==> src/rtl/alu_arbiter.sv <==
// alu_arbiter: shares one 16-bit ALU and its NVZ flag register between the CPU
// execute stage (port C) and the NN accelerator (port N). One op is in flight
// at a time; only CPU ops are allowed to update the flags.
// Optional feature: define ALU_ARB_STARVE_GUARD_EN to let N win after
// STARVE_MAX consecutive C grants taken while N was waiting.
module alu_arbiter #(
    parameter int DATA_W     = 16,
    parameter int ALU_LAT    = 1,
    parameter int STARVE_MAX = 4
) (
    input  logic              clk,
    input  logic              rst,
    input  logic              c_req,
    input  logic [3:0]        c_op,
    input  logic [DATA_W-1:0] c_a,
    input  logic [DATA_W-1:0] c_b,
    output logic              c_gnt,
    output logic              c_done,
    output logic [DATA_W-1:0] c_res,
    output logic              c_ovfl,
    input  logic              n_req,
    input  logic [3:0]        n_op,
    input  logic [DATA_W-1:0] n_a,
    input  logic [DATA_W-1:0] n_b,
    output logic              n_gnt,
    output logic              n_done,
    output logic [DATA_W-1:0] n_res,
    output logic              n_ovfl,
    output logic [3:0]        alu_op,
    output logic [DATA_W-1:0] alu_a,
    output logic [DATA_W-1:0] alu_b,
    input  logic [DATA_W-1:0] alu_out,
    input  logic              alu_ovfl,
    output logic              flag_dis,
    output logic              busy
);

    // Out-of-range configurations fall back to single-cycle latency.
    localparam bit PARAM_OK = (ALU_LAT >= 1) && (ALU_LAT <= 8) &&
                              (STARVE_MAX >= 1) && (STARVE_MAX <= 15);
    localparam logic [3:0] LAT_LD = PARAM_OK ? 4'(ALU_LAT) : 4'd1;

    typedef enum logic [1:0] {
        IDLE = 2'd0,
        BUSY = 2'd1,
        DONE = 2'd2
    } state_t;

    state_t     state;
    logic [3:0] count;
    logic       owner_n;   // 1 when the op in flight belongs to port N
    logic       n_win;

`ifdef ALU_ARB_STARVE_GUARD_EN
    localparam logic [3:0] STARVE_LIM = 4'(STARVE_MAX);
    logic [3:0] starve;

    // N wins when C is idle, or once C has been served STARVE_MAX times in a row while N waited.
    always_comb begin
        n_win = n_req && (!c_req || (starve == STARVE_LIM));
    end
`else
    // Strict CPU priority: N is served only when C is not requesting.
    always_comb begin
        n_win = n_req && !c_req;
    end
`endif

    // Grants are combinational from the requests so the requester sees acceptance in the same cycle.
    always_comb begin
        c_gnt = (state == IDLE) && c_req && !n_win;
        n_gnt = (state == IDLE) && n_win;
    end

    // Arbitration FSM: issue, wait out the ALU latency, capture, then report done.
    always_ff @(posedge clk) begin
        if (!rst) begin
            state    <= IDLE;
            count    <= 4'd0;
            owner_n  <= 1'b0;
            alu_op   <= 4'd0;
            alu_a    <= '0;
            alu_b    <= '0;
            c_res    <= '0;
            c_ovfl   <= 1'b0;
            n_res    <= '0;
            n_ovfl   <= 1'b0;
            c_done   <= 1'b0;
            n_done   <= 1'b0;
            flag_dis <= 1'b1;
            busy     <= 1'b0;
`ifdef ALU_ARB_STARVE_GUARD_EN
            starve   <= 4'd0;
`endif
        end else begin
            c_done   <= 1'b0;
            n_done   <= 1'b0;
            flag_dis <= 1'b1;
            case (state)
                IDLE: begin
                    if (c_gnt || n_gnt) begin
                        owner_n <= n_gnt;
                        alu_op  <= n_gnt ? n_op : c_op;
                        alu_a   <= n_gnt ? n_a : c_a;
                        alu_b   <= n_gnt ? n_b : c_b;
                        count   <= LAT_LD;
                        state   <= BUSY;
                        busy    <= 1'b1;
                        // With single-cycle latency the very next cycle is the capture cycle.
                        if (c_gnt && (LAT_LD == 4'd1)) begin
                            flag_dis <= 1'b0;
                        end
                    end
                end
                BUSY: begin
                    count <= count - 4'd1;
                    // Open the flag register for the upcoming capture cycle of a CPU op.
                    if ((count == 4'd2) && !owner_n) begin
                        flag_dis <= 1'b0;
                    end
                    if (count == 4'd1) begin
                        if (owner_n) begin
                            n_res  <= alu_out;
                            n_ovfl <= alu_ovfl;
                        end else begin
                            c_res  <= alu_out;
                            c_ovfl <= alu_ovfl;
                        end
                        c_done <= !owner_n;
                        n_done <= owner_n;
                        state  <= DONE;
                    end
                end
                DONE: begin
                    state <= IDLE;
                    busy  <= 1'b0;
                end
                default: begin
                    state <= IDLE;
                    busy  <= 1'b0;
                end
            endcase
`ifdef ALU_ARB_STARVE_GUARD_EN
            if (n_gnt) begin
                starve <= 4'd0;
            end else if (c_gnt && n_req) begin
                starve <= starve + 4'd1;
            end else if ((state == IDLE) && !n_req) begin
                starve <= 4'd0;
            end
`endif
        end
    end

endmodule
==> config.mk <==
export PLATFORM = sky130hd
export DESIGN_NAME = alu_arbiter
export DESIGN_NICKNAME = d
export VERILOG_FILES = /design/src/rtl/alu_arbiter.sv
export SDC_FILE = /design/constraint.sdc
export NUM_CORES = 1
export LEC_CHECK = 0
export CAP_MARGIN = 10
export CORE_ASPECT_RATIO = 0.7
export CORE_UTILIZATION = 40
export CTS_CLUSTER_SIZE = 16
export DETAILED_ROUTE_END_ITERATION = 12
export PLACE_DENSITY = 0.89
export SYNTH_ARGS = -nofsm -noshare
export SYNTH_HDL_FRONTEND = slang
export SYNTH_SLANG_ARGS = --single-unit
==> constraint.sdc <==
create_clock -name clk -period 1.6 [get_ports clk]
set_input_delay 0.16 -clock clk [delete_from_list [all_inputs] [get_ports clk]]
set_output_delay 0.16 -clock clk [all_outputs]
set_load 0.01 [all_outputs]
Word-level counts from Yosys, hierarchy flattened
Cells that the tools add are included.
- register bits: 81
- input bits: 93
- output and inout bits: 76
- logic and storage cells: 54
- add/subtract/negate cells: 1
- eq/ne operators: 5
- mux-type cells: 14
- bitwise operators: 2
- reduce and logical (&&, ||, !) cells: 18
- operators by type and width (operator ; count):
    2-to-1 mux 16 bit ; 2
    AND reduction 3 bit ; 3
    2-to-1 mux 4 bit ; 2
    case mux 4 bit (2 select lines) ; 1
    AND reduction 2 bit ; 4
    logical AND 1 bit ; 5
    equality test 4 x 1 -> 1 bit, second input constant ; 1
    equality test 4 x 2 -> 1 bit, second input constant ; 1
    2-to-1 mux 1 bit ; 4
    2-to-1 mux 2 bit ; 2
    case mux 1 bit (2 select lines) ; 2
    case mux 2 bit (2 select lines) ; 1
    subtractor 4 x 1 -> 4 bit, second input constant ; 1
    logical NOT 1 bit ; 3
    equality test 2 x 1 -> 1 bit, second input constant ; 1
    logical NOT 2 bit ; 1
    != test 2 x 1 -> 1 bit, second input constant ; 1
    != test 2 bit, second input constant ; 1
    inverter 1 bit ; 2
    nonzero test 2 bit ; 1
    logical OR 1 bit ; 1

Depth between registers and ports, before layout
Gate-level depths: netlist (run 1).
- depth in word-level cells: 7
- depth in mapped cells: 7

Worst setup path after synthesis (run 1)
No wires, ideal clock.
- path kind: register to register
- from: register count[1]
- to: register n_res[10]
- library setup time: 72 ps
- arrival time: 1427 ps
- required time: 1528 ps
- slack: 101 ps
- stages on the path, launching flop included: 8
- period minus slack after synthesis: 1499 ps
- path through: dfxtp_1 inv_1 ha_1 and4bb_2 nand3b_1 buf_4 buf_4 mux2i_1
- cells in the longest elaborated chain, start to end: 2
- ends and longest elaborated chain (what ; RTL line ; source):
    from (decl) ; 50 ; logic [3:0] count;
    from (signal assigned) ; 116 ; count <= count - 4'd1;
    equality test 4 x 1 -> 1 bit ; 121 ; if (count == 4'd1) begin
    AND reduction 3 bit (no line) ; n/a ;
    to (signal assigned) ; 123 ; n_res <= alu_out;
    to (decl) ; 27 ; output logic [DATA_W-1:0] n_res,
Every way passes these cells.
A chain may end at the register's enable or synchronous reset.

Final worst setup path (run 1)
- from: input n_req
- to: register alu_op[1]
- cells in the longest elaborated chain, start to end: 5
- elaborated cells on any way between the ends: 7
- ends and longest elaborated chain (what ; RTL line ; source):
    from (decl) ; 21 ; input logic n_req,
    logical AND 1 bit (*) ; 65 ; n_win = n_req && !c_req;
    logical NOT 1 bit ; 71 ; c_gnt = (state == IDLE) && c_req && !n_win;
    logical AND 1 bit ; 71 ;
    logical OR 1 bit ; 101 ; if (c_gnt || n_gnt) begin
    AND reduction 2 bit (no line) ; n/a ;
    to (signal assigned) ; 103 ; alu_op <= n_gnt ? n_op : c_op;
    to (decl) ; 29 ; output logic [3:0] alu_op,
Mark *: on every way between the ends. The rest lies on a longest branch, timed or not.

==> results.json, run 1 <==
{
  "status": "completed",
  "rsz0062_at_grt": "true",
  "yosys_register_bits": 81,
  "drv_slew": 0,
  "detail_route.first_pass.iterations": 4,
  "syn_inst": 355,
  "multi_input_area_um2": 1650,
  "layout.nets": 614,
  "path_max_fanout": 37,
  "grt_max_degree": 57,
  "setup_violations": 0,
  "grt_pass1_vias": 3290,
  "cp_cell_sequence": "clkdlybuf4s50_1 -> or4b_4 -> buf_12 -> a22oi_1 -> a211oi_1",
  "num_rows": 27,
  "drt_wl_total_mm": 10.4,
  "io_buffer_count": 168,
  "timing.final.crit_period_ps": 1590,
  "max_freq_ghz": 0.630,
  "period_share": 0.993,
  "critPathKind": "input port to register",
  "worstHoldPathType": "input port to register",
  "critPathCaptureType": "register",
  "cpPeakStageDelay_ps": 540,
  "crit_arrival_ps": 1770,
  "clk-insertion-delay-late_ps": 330,
  "hold_violations": 0,
  "tightest_slew_ps": 690,
  "grt_remaining_overflow": 0,
  "clockBufferDepth": 2,
  "antenna_found_initial": 0,
  "drv_cap": 0,
  "async_flop_share": 0,
  "ys_seq_area_frac": 0.470,
  "reg2reg_from": "state[1]$_SDFFE_PN0P_",
  "cp_slowest_cell": "clkdlybuf4s50_1",
  "netlist_area_um2": 3450,
  "vias": 3319,
  "clkTransAtPathRegs_ps": 60,
  "p_per_area_nw_per_um2": 985,
  "synth_edf_count": 0,
  "area_delta_synth_final_pct": 60.9,
  "layout_commonest_cell": "clkdlybuf4s50_1",
  "clock-sinks": 81,
  "fill_cells": 611,
  "dp.cells": 608,
  "seq_area_um2": 1620,
  "placed_cell_area_um2": 5270,
  "avgSynthCellArea_um2": 9.71,
  "finalInstanceArea_um2": 5550,
  "ys_warn_count": 0,
  "hp-start": "alu_out[2]",
  "yosys_most_used_dff": "dfxtp_1",
  "ir_drop_v": 0.000713,
  "first_iter_violations": 197,
  "cts_hold_buf": 0,
  "maxSlewHeadroom": 0.539,
  "synth_cell_type_count": 35,
  "final_cell_mix": "clkdlybuf4s50_1 (165), dfxtp_1 (80), nand2_1 (52)",
  "start_kind": "input port",
  "grt_pass1_wl_mm": 16.3,
  "cts_tree": "yes",
  "finalClockSkew_ps": 4.86,
  "via_per_inst": 5.32,
  "dieArea_um2": 9000,
  "diodes": 0,
  "crit_family": "buffers and inverters",
  "startpoint": "n_req",
  "cts_root_buf": "clkbuf_16",
  "post_drt_wl_per_cell_um": 16.6,
  "path_buf_inv": 2,
  "power_mw": 5.47,
  "cts_buffers": 9,
  "final_layout_size_suffix_gt1_frac": 0.119,
  "cts_max_level": 3,
  "hpwl_mm": 7.41,
  "p_leak_nw": 2.28,
  "antenna_left": 0,
  "die_y_um": 79.7,
  "grt_usage": 0.233,
  "drc": 0,
  "synth_fp_nets": 451,
  "required_ps": 1780,
  "pin_count": 169,
  "initial_core_util": 0.425,
  "core_um2": 8110,
  "fin_cells": 624,
  "gp_congestion": 0.860,
  "die_w_um": 113
}
[final timing paths]
kind                                          endpoint  slack, ps  cells past startpoint
worst min register to register   c_res[0]$_SDFFE_PN0P_        460                      2
worst max-delay path            alu_op[1]$_SDFFE_PN0P_         10                      5
worst max register to register  alu_op[1]$_SDFFE_PN0P_         20                      4
worst min-delay path             c_res[2]$_SDFFE_PN0P_        400                      3
[cells in the mapped netlist, drive strengths merged (4+ instances only)]
| library cell | n | area, um^2 |
|---|---|---|
| a211oi | 36 | 270 |
| a22oi | 36 | 360 |
| inv | 5 | 18.8 |
| nand2 | 53 | 201 |
| dfxtp | 81 | 1620 |
| nor2 | 5 | 18.8 |
| buf | 16 | 106 |
| nor2b | 4 | 25.0 |
| mux2i | 34 | 340 |
| clkbuf | 17 | 63.8 |
| a21oi | 39 | 195 |
[through the flow]
step                      utilization  hold slack (ps)  setup slack [ps]  TNS (ps)
after floorplan                     -              321               101         0
after global placement          0.650              444              -351    -12080
after detailed placement        0.650              456              -430    -13960
after CTS                       0.682              392              15.5         0
after global routing            0.684              419             -10.5     -23.1
final                           0.684              405              11.9         0
[registers in the layout (all words and copies together) (netlist names), 2 cells and up]
signal / count
alu_a: 16
alu_b: 16
c_res: 16
n_res: 16
alu_op: 4
count: 4
state: 2
[timing repair]
| action | in CTS | in global routing |
|---|---|---|
| endpoints found under the setup margin | 30 | 10 |
| pin swaps | 1 | 1 |
| resized for setup | 11 | 4 |
| cloned | 0 | 0 |
| buffers inserted | 0 | 0 |
[worst reg2reg max path: cells and delay by family (launching register included)]
kind	cells	cell delay (ps)
buf+inv	1	210
flops	1	320
compound gates	2	320
simple gates	1	580
[power by group]
part / internal, mW / total, mW / switching [mW]
clock network: 1.05 / 1.84 / 0.793
logic: 0.750 / 1.34 / 0.589
registers: 2.19 / 2.29 / 0.0971
[layer usage]
layer	GRT usage	routed length, um
met5	0	0
met4	0.0882	179
met3	0.0615	622
met2	0.404	5120
met1	0.279	4430
[final cells by class]
type                       count  area share
sequential                    81       0.293
clock inverter                 5     0.00586
clock buffer                  11      0.0419
timing repair buffer         185       0.336
multi-input combinational    236       0.298
tap                          101      0.0228
inverter                       5     0.00338
[cells by family (layout without fill, tap and decap cells)]
logic type	count (synthesis)	in the layout	synth area share
AO/OA/AOI/OAI	119	119	0.256
adder cells (fa/ha/maj)	3	3	0.0109
buffers and inverters	38	206	0.0548
flip-flops	81	81	0.470
multiplexers	34	34	0.0987
AND/OR/NAND/NOR	80	80	0.110
Note: power is estimated with default switching activity, not from simulation.
==> run 2, diff against run 1 <==
Clock period 1.6 ns to 1.7 ns, I/O delays scaled along.
==> run 2 against run 1 <==
First-iteration DRC count shrank 6.6%. Die area is the same. Highest routed layer unchanged. Sequential share of layout area shrank 0.28 points. Critical path type is now input port to output port. Largest cell class unchanged. Wire length grew 2.5%.
==> results.json, run 2 (synthesis gave the netlist of run 1 again) <==
{
  "post-place-ws_ps": -297,
  "grt_remaining_overflow": 0,
  "clock_power_share": 0.372,
  "grt_max_degree": 57,
  "first_iter_violations": 184,
  "p_leak_nw": 2.32,
  "crit_arrival_ps": 1440,
  "required_ps": 1530,
  "gp_congestion": 0.908,
  "p_per_area_nw_per_um2": 973,
  "cts_tree": "yes",
  "cts_max_level": 3,
  "hp-start": "rst",
  "initial_core_util": 0.425,
  "grt_usage": 0.241,
  "antenna_left": 0,
  "area_delta_synth_final_pct": 62.3,
  "hpwl_mm": 7.66,
  "reg2reg_from": "count[1]$_SDFFE_PN0P_",
  "start_kind": "input port",
  "clockBufferDepth": 2,
  "maxSlewHeadroom": 0.720,
  "tightest_slew_ps": 419,
  "cts_root_buf": "clkbuf_16",
  "post_drt_wl_per_cell_um": 17.0,
  "power_mw": 5.45,
  "final_cell_mix": "clkdlybuf4s50_1 (165), dfxtp_1 (81), nand2_1 (52)",
  "fill_cells": 623,
  "period_share": 0.947,
  "worstHoldPathType": "input port to register",
  "grt_pass1_vias": 3415,
  "detail_route.first_pass.iterations": 5,
  "ir_drop_v": 0.000601,
  "p_sw_frac": 0.258,
  "die_w_um": 113,
  "internal-power_mw": 4.04,
  "diodes": 0,
  "antenna_found_initial": 0,
  "final_layout_size_suffix_gt1_frac": 0.115,
  "rsz0062_at_grt": "false",
  "setup_violations": 0,
  "p_sw_mw": 1.41,
  "cts_buffers": 9,
  "dieArea_um2": 9000,
  "max_freq_ghz": 0.621,
  "via_per_inst": 5.39,
  "drv_slew": 0,
  "num_rows": 27,
  "layout.nets": 614,
  "critPathCaptureType": "output port",
  "layout_commonest_cell": "clkdlybuf4s50_1",
  "hold_violations": 0,
  "clock-sinks": 81,
  "die_y_um": 79.7,
  "p_seq_frac": 0.396,
  "timing.final.crit_period_ps": 1610,
  "clkTransAtPathRegs_ps": 60,
  "drt_wl_total_mm": 10.6,
  "worst_slack_ps": 90.5,
  "pwr-share-comb": 0.233,
  "io_buffer_count": 168,
  "drv_cap": 0,
  "holdWs_ps": 330,
  "grt_pass1_wl_mm": 16.8,
  "postCtsSetupBuffers": 0,
  "critPathKind": "input port to output port",
  "vias": 3360,
  "core_um2": 8110,
  "clk-insertion-delay-late_ps": 340,
  "path_max_fanout": 4,
  "drc": 0,
  "fin_cells": 623,
  "status": "completed",
  "finalClockSkew_ps": 7.28,
  "dp.cells": 608,
  "startpoint": "n_req",
  "pin_count": 169
}
[run 2: final cells by class]
| type | instances | area (um^2) | share of cell area |
|---|---|---|---|
| Inverter | 5 | 18.8 | 0.00335 |
| Tap cell | 101 | 126 | 0.0226 |
| Clock buffer | 9 | 225 | 0.0402 |
| Sequential cell | 81 | 1620 | 0.290 |
| Timing Repair Buffer | 185 | 1870 | 0.335 |
| Multi-Input combinational cell | 236 | 1650 | 0.294 |
| Clock inverter | 6 | 83.8 | 0.0150 |
[run 2: power groups by stage]
stage	Combinational [mW]	Sequential (mW)	Clock, mW
2_1_floorplan	0.503	2.26	0
3_3_place_gp	1.23	2.18	0
3_5_place_dp	1.27	2.19	0
4_1_cts	1.27	2.15	2.05
5_1_grt	1.36	2.18	2.15
6_report	1.27	2.16	2.02
[run 2: worst paths after layout]
kind                                         endpoint  cells past startpoint  slack (ps)
worst max register to register  n_res[8]$_SDFFE_PN0P_                      6         110
worst max-delay path                            n_gnt                      4          90
worst min-delay path            count[0]$_SDFFE_PN0P_                      3         330
worst min register to register  n_res[1]$_SDFFE_PN0P_                      2         460
[run 2: worst max-delay path, stage by stage]
cell and delay [ps]:
clkdlybuf4s50_1 530, or4b_4 510, inv_1 90, buf_2 140
[run 2: through the flow]
step | instance area (um^2) | TNS (ps) | util
after CTS | 5600 | 0 | 0.690
after global routing | 5600 | 0 | 0.690
after detailed placement | 5290 | -8620 | 0.653
after global placement | 5290 | -7230 | 0.653
final | 5600 | 0 | 0.690
after floorplan | 3450 | 0 | -
[run 2: repair_timing]
item                       CTS  global route
hold buffers                 0             0
gates resized for setup      5             3
pin swaps                    0             0
setup endpoints to repair    2             4
[run 2: per-layer routing]
layer | global-route usage | routed length, um
met5 | 0 | 0
met3 | 0.0699 | 661
met1 | 0.282 | 4440
met2 | 0.420 | 5270
met4 | 0.0961 | 237
